## src/rtl/pcie_tx_injector.sv

```systemverilog
// pcie_tx_injector: buffers host words in a small FIFO and pushes them into the
// device data_in port, honouring MAIN_FIFO_pause and tracking sent words.
// Ports: clk, reset (async, active-low), init, wr_en, wr_data, MAIN_FIFO_pause
//   -> data_out, push_out, tx_full, tx_empty, err_overflow, state_out, sent_cnt
// Optional macro TX_STATS_EN adds sent_d0/sent_d1 per-destination counters.
module pcie_tx_injector #(
  parameter int MEM_SIZE  = 4,
  parameter int WORD_SIZE = 6,
  parameter int PTR_L     = 2,
  parameter int CNT_W     = 8
) (
  input  logic                 clk,
  input  logic                 reset,
  input  logic                 init,
  input  logic                 wr_en,
  input  logic [WORD_SIZE-1:0] wr_data,
  input  logic                 MAIN_FIFO_pause,
  output logic [WORD_SIZE-1:0] data_out,
  output logic                 push_out,
  output logic                 tx_full,
  output logic                 tx_empty,
  output logic                 err_overflow,
  output logic [2:0]           state_out,
  output logic [CNT_W-1:0]     sent_cnt
`ifdef TX_STATS_EN
  ,
  output logic [CNT_W-1:0]     sent_d0,
  output logic [CNT_W-1:0]     sent_d1
`endif
);

  typedef enum logic [2:0] {
    S_RESET  = 3'b000,
    S_INIT   = 3'b001,
    S_IDLE   = 3'b010,
    S_ACTIVE = 3'b011,
    S_PAUSE  = 3'b100
  } state_e;

  localparam logic [PTR_L:0] OCC_FULL = (PTR_L+1)'(MEM_SIZE);

  state_e                 state_q, state_d;
  logic [WORD_SIZE-1:0]   mem_q [MEM_SIZE];
  logic [PTR_L-1:0]       wr_ptr_q, wr_ptr_d;
  logic [PTR_L-1:0]       rd_ptr_q, rd_ptr_d;
  logic [PTR_L:0]         occ_q, occ_d;
  logic [WORD_SIZE-1:0]   data_q, data_d;
  logic                   push_q;
  logic                   err_q, err_d;
  logic [CNT_W-1:0]       sent_q, sent_d;
  logic [WORD_SIZE-1:0]   head;
  logic                   full, empty;
  logic                   wr_acc, pop;

  assign full  = (occ_q == OCC_FULL);
  assign empty = (occ_q == '0);
  assign head  = mem_q[rd_ptr_q];

  // Write acceptance looks only at the pre-edge fullness, so a same-edge
  // pop never frees a slot for the incoming word.
  assign wr_acc = wr_en & ~full;
  assign pop    = ((state_q == S_IDLE) | (state_q == S_ACTIVE)) &
                  ~init & ~MAIN_FIFO_pause & ~empty;

  always_comb begin
    wr_ptr_d = wr_ptr_q;
    rd_ptr_d = rd_ptr_q;
    occ_d    = occ_q;
    data_d   = data_q;
    err_d    = err_q | (wr_en & full);
    sent_d   = sent_q;
    if (wr_acc) wr_ptr_d = wr_ptr_q + PTR_L'(1);
    if (pop) begin
      rd_ptr_d = rd_ptr_q + PTR_L'(1);
      data_d   = head;
      sent_d   = sent_q + CNT_W'(1);
    end
    if (wr_acc & ~pop)      occ_d = occ_q + (PTR_L+1)'(1);
    else if (pop & ~wr_acc) occ_d = occ_q - (PTR_L+1)'(1);
  end

  always_comb begin
    state_d = state_q;
    if (init) begin
      state_d = S_INIT;
    end else begin
      unique case (state_q)
        S_RESET: state_d = S_IDLE;
        S_INIT:  state_d = S_IDLE;
        S_IDLE: begin
          if (!empty && !MAIN_FIFO_pause)     state_d = S_ACTIVE;
          else if (!empty && MAIN_FIFO_pause) state_d = S_PAUSE;
        end
        S_ACTIVE: begin
          if (MAIN_FIFO_pause)  state_d = S_PAUSE;
          else if (occ_d == '0) state_d = S_IDLE;
        end
        S_PAUSE: begin
          if (!MAIN_FIFO_pause && !empty)     state_d = S_ACTIVE;
          else if (!MAIN_FIFO_pause && empty) state_d = S_IDLE;
        end
        default: state_d = S_RESET;
      endcase
    end
  end

  always_ff @(posedge clk or negedge reset) begin
    if (!reset) begin
      state_q  <= S_RESET;
      wr_ptr_q <= '0;
      rd_ptr_q <= '0;
      occ_q    <= '0;
      data_q   <= '0;
      push_q   <= 1'b0;
      err_q    <= 1'b0;
      sent_q   <= '0;
    end else begin
      state_q  <= state_d;
      wr_ptr_q <= wr_ptr_d;
      rd_ptr_q <= rd_ptr_d;
      occ_q    <= occ_d;
      data_q   <= data_d;
      push_q   <= pop;
      err_q    <= err_d;
      sent_q   <= sent_d;
    end
  end

  always_ff @(posedge clk or negedge reset) begin
    if (!reset) begin
      for (int i = 0; i < MEM_SIZE; i++) mem_q[i] <= '0;
    end else if (wr_acc) begin
      mem_q[wr_ptr_q] <= wr_data;
    end
  end

`ifdef TX_STATS_EN
  logic [CNT_W-1:0] d0_q, d1_q;

  always_ff @(posedge clk or negedge reset) begin
    if (!reset) begin
      d0_q <= '0;
      d1_q <= '0;
    end else if (pop) begin
      if (head[4]) d1_q <= d1_q + CNT_W'(1);
      else         d0_q <= d0_q + CNT_W'(1);
    end
  end

  assign sent_d0 = d0_q;
  assign sent_d1 = d1_q;
`endif

  assign data_out     = data_q;
  assign push_out     = push_q;
  assign tx_full      = full;
  assign tx_empty     = empty;
  assign err_overflow = err_q;
  assign state_out    = state_q;
  assign sent_cnt     = sent_q;

endmodule

```

## config.mk

```make
export PLATFORM = sky130hd
export DESIGN_NAME = pcie_tx_injector
export DESIGN_NICKNAME = d
export VERILOG_FILES = /design/src/rtl/pcie_tx_injector.sv
export SDC_FILE = /design/constraint.sdc
export NUM_CORES = 1
export LEC_CHECK = 0
export BUFFER_PORTS_ARGS = -buffer_cell sky130_fd_sc_hd__buf_4
export CORE_UTILIZATION = 55
export DETAILED_ROUTE_END_ITERATION = 7
export HOLD_SLACK_MARGIN = 0.08
export MAX_ROUTING_LAYER = met4
export PLACE_DENSITY = 0.77
export SYNTH_ARGS = -nofsm -noshare
export SYNTH_HDL_FRONTEND = slang
export SYNTH_SLANG_ARGS = --single-unit
```

## constraint.sdc

```tcl
create_clock -name clk -period 2.3 [get_ports clk]
set_input_delay 0.115 -clock clk [delete_from_list [all_inputs] [get_ports clk]]
set_output_delay 0.115 -clock clk [all_outputs]
set_load 0.02 [all_outputs]
```

==> impl_metrics.json <==
{
  "yosys.cell_count.top_type": "dfrtp_1",
  "worstReg2RegStart": "occ_q[0]",
  "clock.fmax_mhz": 506.3,
  "synthCells": 184,
  "ys_top_cells_by_area": "dfrtp_1, mux2_2, mux4_2",
  "path_clk_slew_ps": 90,
  "worst_case_setup_margin_in_the_final_layout_ps": 324.9,
  "run_status": "completed",
  "insertion_delay_ps": 300,
  "ff2ff_path_depth": 7,
  "seq_area_frac_synth_pct": 53.88,
  "via_count_of_the_first_global_routing_pass": 1582,
  "leak_pwr_nw": 1.324,
  "place_congestion": 0.7303,
  "timing.setup.critical_path_class": "reg -> reg",
  "crit_path_end_kind": "flop",
  "number_of_antenna_violations_at_the_first_check_in_global_routing": 0,
  "finClkSkew_ps": 3.099,
  "tritoncts": "yes",
  "num_antenna_cells": 0,
  "die_w_um": 66.98,
  "routed-via-count": 1516,
  "root_driver": "clkbuf_8",
  "synthTopCellsByCount": "dfrtp_1, nand2_1, mux2_2",
  "reg2reg_slack_ps": 320,
  "detail_route.drc_violations": 0,
  "maxCapViolCount": 0,
  "worstHoldEndpoint": "mem_q[15]",
  "grt_first_pass_wirelength_um": 7410,
  "nets": 244,
  "grt_use_total_pct": 23.59,
  "count_of_state_elements_after_synthesis": 50,
  "end_of_the_worst_register_to_register_path": "state_out[0]",
  "route.detailed.vias_per_inst": 5.493,
  "slowest_stage": "dfrtp_1",
  "worst_hold_startpoint": "wr_data[3]",
  "setup_tns_ps": 0,
  "detail_route.first_pass.iterations": 4,
  "grt_setup_unrepaired": "no",
  "layout_worst_path_cycle_share_pct": 85.87,
  "overflow": 0,
  "final_max_slew_violation_count": 0,
  "slew-limit-headroom_pct": 58.86,
  "worstPathCellList": "inv_1, ha_1, a21boi_4, nand2_1, o22ai_1, xor2_1, a2bb2oi_1",
  "path_max_fanout": 14,
  "design.core.area_um2": 4029,
  "routed_antenna_nets": 0,
  "critPathMaxStageDelay_ps": 410,
  "syn_area_um2": 2322,
  "synth_largest_area_cell": "dfrtp_1",
  "synthToLayoutAreaGrowth_pct": 20.15,
  "cts_setup_buffers": 0,
  "async_flop_share_pct": 100.0,
  "wirelength_um": 4399,
  "post-place-ws_ps": 184.4,
  "tightest_slew_ps": 617.0,
  "finalHoldWorstSlack_ps": 83.13,
  "cts.sink_count": 50,
  "syn_area_per_cell_um2": 12.62,
  "die-area_um2": 4486,
  "port_buffers": 31,
  "hold_viol_final": 0,
  "final_layout_size_suffix_gt1_share_pct": 34.51,
  "number_of_flops_mapped_to_enable_cells_by_yosys": 0,
  "start_util_pct": 57.64,
  "io-pin-count": 32,
  "drt-initial-drc-count": 63,
  "dominantRegCellSynth": "dfrtp_1",
  "worst_ep_arrival_time_ps": 2200,
  "synth.net_count": 203,
  "num_rows": 23,
  "timing.hold.worst.class": "in -> reg",
  "hold-path-cell-count": 2,
  "fp.dieH_um": 66.98,
  "cts_buffer_count": 5,
  "final-setup-viol-count": 0,
  "cts-root-to-sink-buffers": 2,
  "crit_required_ps": 2530,
  "critical_path.startpoint_type": "flop",
  "power.density_cell_area_nw_per_um2": 1285,
  "vdd.ir_drop.worst_v": 0.0006685,
  "n_fill_cell": 302,
  "wl_per_cell_um": 15.94,
  "hpwlAfterDp_um": 3152,
  "synth_cell_types": 35,
  "grt_max_degree": 51,
  "ys.warnings.count": 0,
  "finalWorstPathRequiredPeriod_ps": 1975,
  "synth_largest_type_area_fraction_pct": 53.88,
  "clock_tree.htree_level_count": 2
}
-- state kept, by name, indices dropped and copies added, names as in the netlist --
| signal | cells |
|---|---|
| push_out | 1 |
| state_out | 3 |
| wr_ptr_q | 2 |
| occ_q | 3 |
| err_overflow | 1 |
| mem_q | 24 |
| rd_ptr_q | 2 |
| data_out | 6 |
| sent_cnt | 8 |
-- critical path, delay by kind of cell, from the launching register on --
| kind | cells | cell delay [ps] |
|---|---|---|
| AOI/OAI and AO/OA | 3 | 760 |
| DFF | 1 | 410 |
| adders and majority gates | 1 | 280 |
| xor gates and xnor gates | 1 | 240 |
| and+or+nand+nor | 1 | 120 |
| buffers and inverters | 1 | 110 |
-- how the worst max path moves through the flow --
stage | start | endpoint | slack (ps) | cells past startpoint
after CTS | occ_q[0] | mem_q[5] | 170 | 5
after global routing | occ_q[0] | state_out[0] | 160 | 7
after global placement | occ_q[0] | mem_q[6] | 300 | 5
after detailed placement | occ_q[0] | mem_q[5] | 180 | 5
final | occ_q[0] | state_out[0] | 320 | 7
after floorplan | occ_q[0] | mem_q[10] | 600 | 6
-- cells in the final DEF (no fill, tap or decap) --
cell type / Yosys / routed
a21boi_4: 0 / 1
a21o_1: 1 / 1
a21oi_1: 2 / 2
a2bb2oi_1: 1 / 1
a31o_2: 1 / 1
a32o_1: 1 / 1
and2_1: 1 / 1
buf_4: 0 / 32
bufinv_16: 0 / 1
clkbuf_8: 0 / 5
clkinv_2: 1 / 2
dfrtp_1: 50 / 50
dlygate4sd3_1: 0 / 7
ha_1: 8 / 8
inv_1: 6 / 6
inv_4: 0 / 1
maj3_1: 1 / 1
maj3_2: 1 / 1
mux2_2: 24 / 24
mux2i_1: 1 / 1
mux4_2: 6 / 6
nand2_1: 35 / 35
nand2_2: 1 / 1
nand2b_1: 3 / 3
nand3_1: 1 / 1
nand4_1: 2 / 2
nand4_4: 1 / 1
nor2_1: 6 / 6
nor3_2: 1 / 1
nor3b_1: 1 / 1
nor4b_1: 1 / 1
nor4b_4: 1 / 1
o21ai_0: 4 / 4
o21ai_1: 1 / 1
o22ai_1: 1 / 1
xnor2_1: 9 / 9
xor2_1: 5 / 5
-- logic make-up (layout without fill, tap and decap cells) --
family	count (synthesis)	in the layout	share of synthesized area, %
AOI/OAI and AO/OA	13	13	3.772
buffers and inverters	12	54	2.154
xor gates and xnor gates	14	14	5.280
muxes	31	31	17.89
DFF	50	50	53.88
adders and majority gates	10	10	5.226
and+or+nand+nor	54	54	11.80
-- layer usage --
metal	track usage (%)	share of wire (%)	vias to the layer above
met2	40.03	53	32
met4	9.840	1.1	0
li1	-	-	712
met3	3.425	2.8	8
met5	-	0	-
met1	28.02	43	764
-- power by group --
part	internal (mW)	switching, mW
combinational	0.759	0.634
clock	0.320	0.285
sequential	1.26	0.329
-- repair_timing --
action	CTS	global route
endpoints found under the hold margin	63	0
hold buffers	7	0
resized for setup	0	2
setup endpoints to repair	0	1
-- layout make-up --
cell class                 instances  area, µm²  area share (%)
timing repair buffer              39      310.3           11.12
clock inverter                     3      40.04           1.435
multi-input combinational        122       1028           36.86
tap                               50      62.56           2.242
sequential                        50       1251           44.84
clock buffer                       5      68.82           2.466
inverter                           7      28.78           1.031
-- metrics by stage --
step / std cells / power, mW / instance area [µm²] / util, %
2_1_floorplan: 184 / 2.527 / 2322 / -
3_3_place_gp: 261 / 2.880 / 2603 / 64.60
3_5_place_dp: 261 / 2.987 / 2603 / 64.60
4_1_cts: 276 / 3.602 / 2781 / 69.04
5_1_grt: 276 / 3.827 / 2790 / 69.25
6_report: 276 / 3.585 / 2790 / 69.25
No activity file was read; power rests on OpenSTA's default activity.
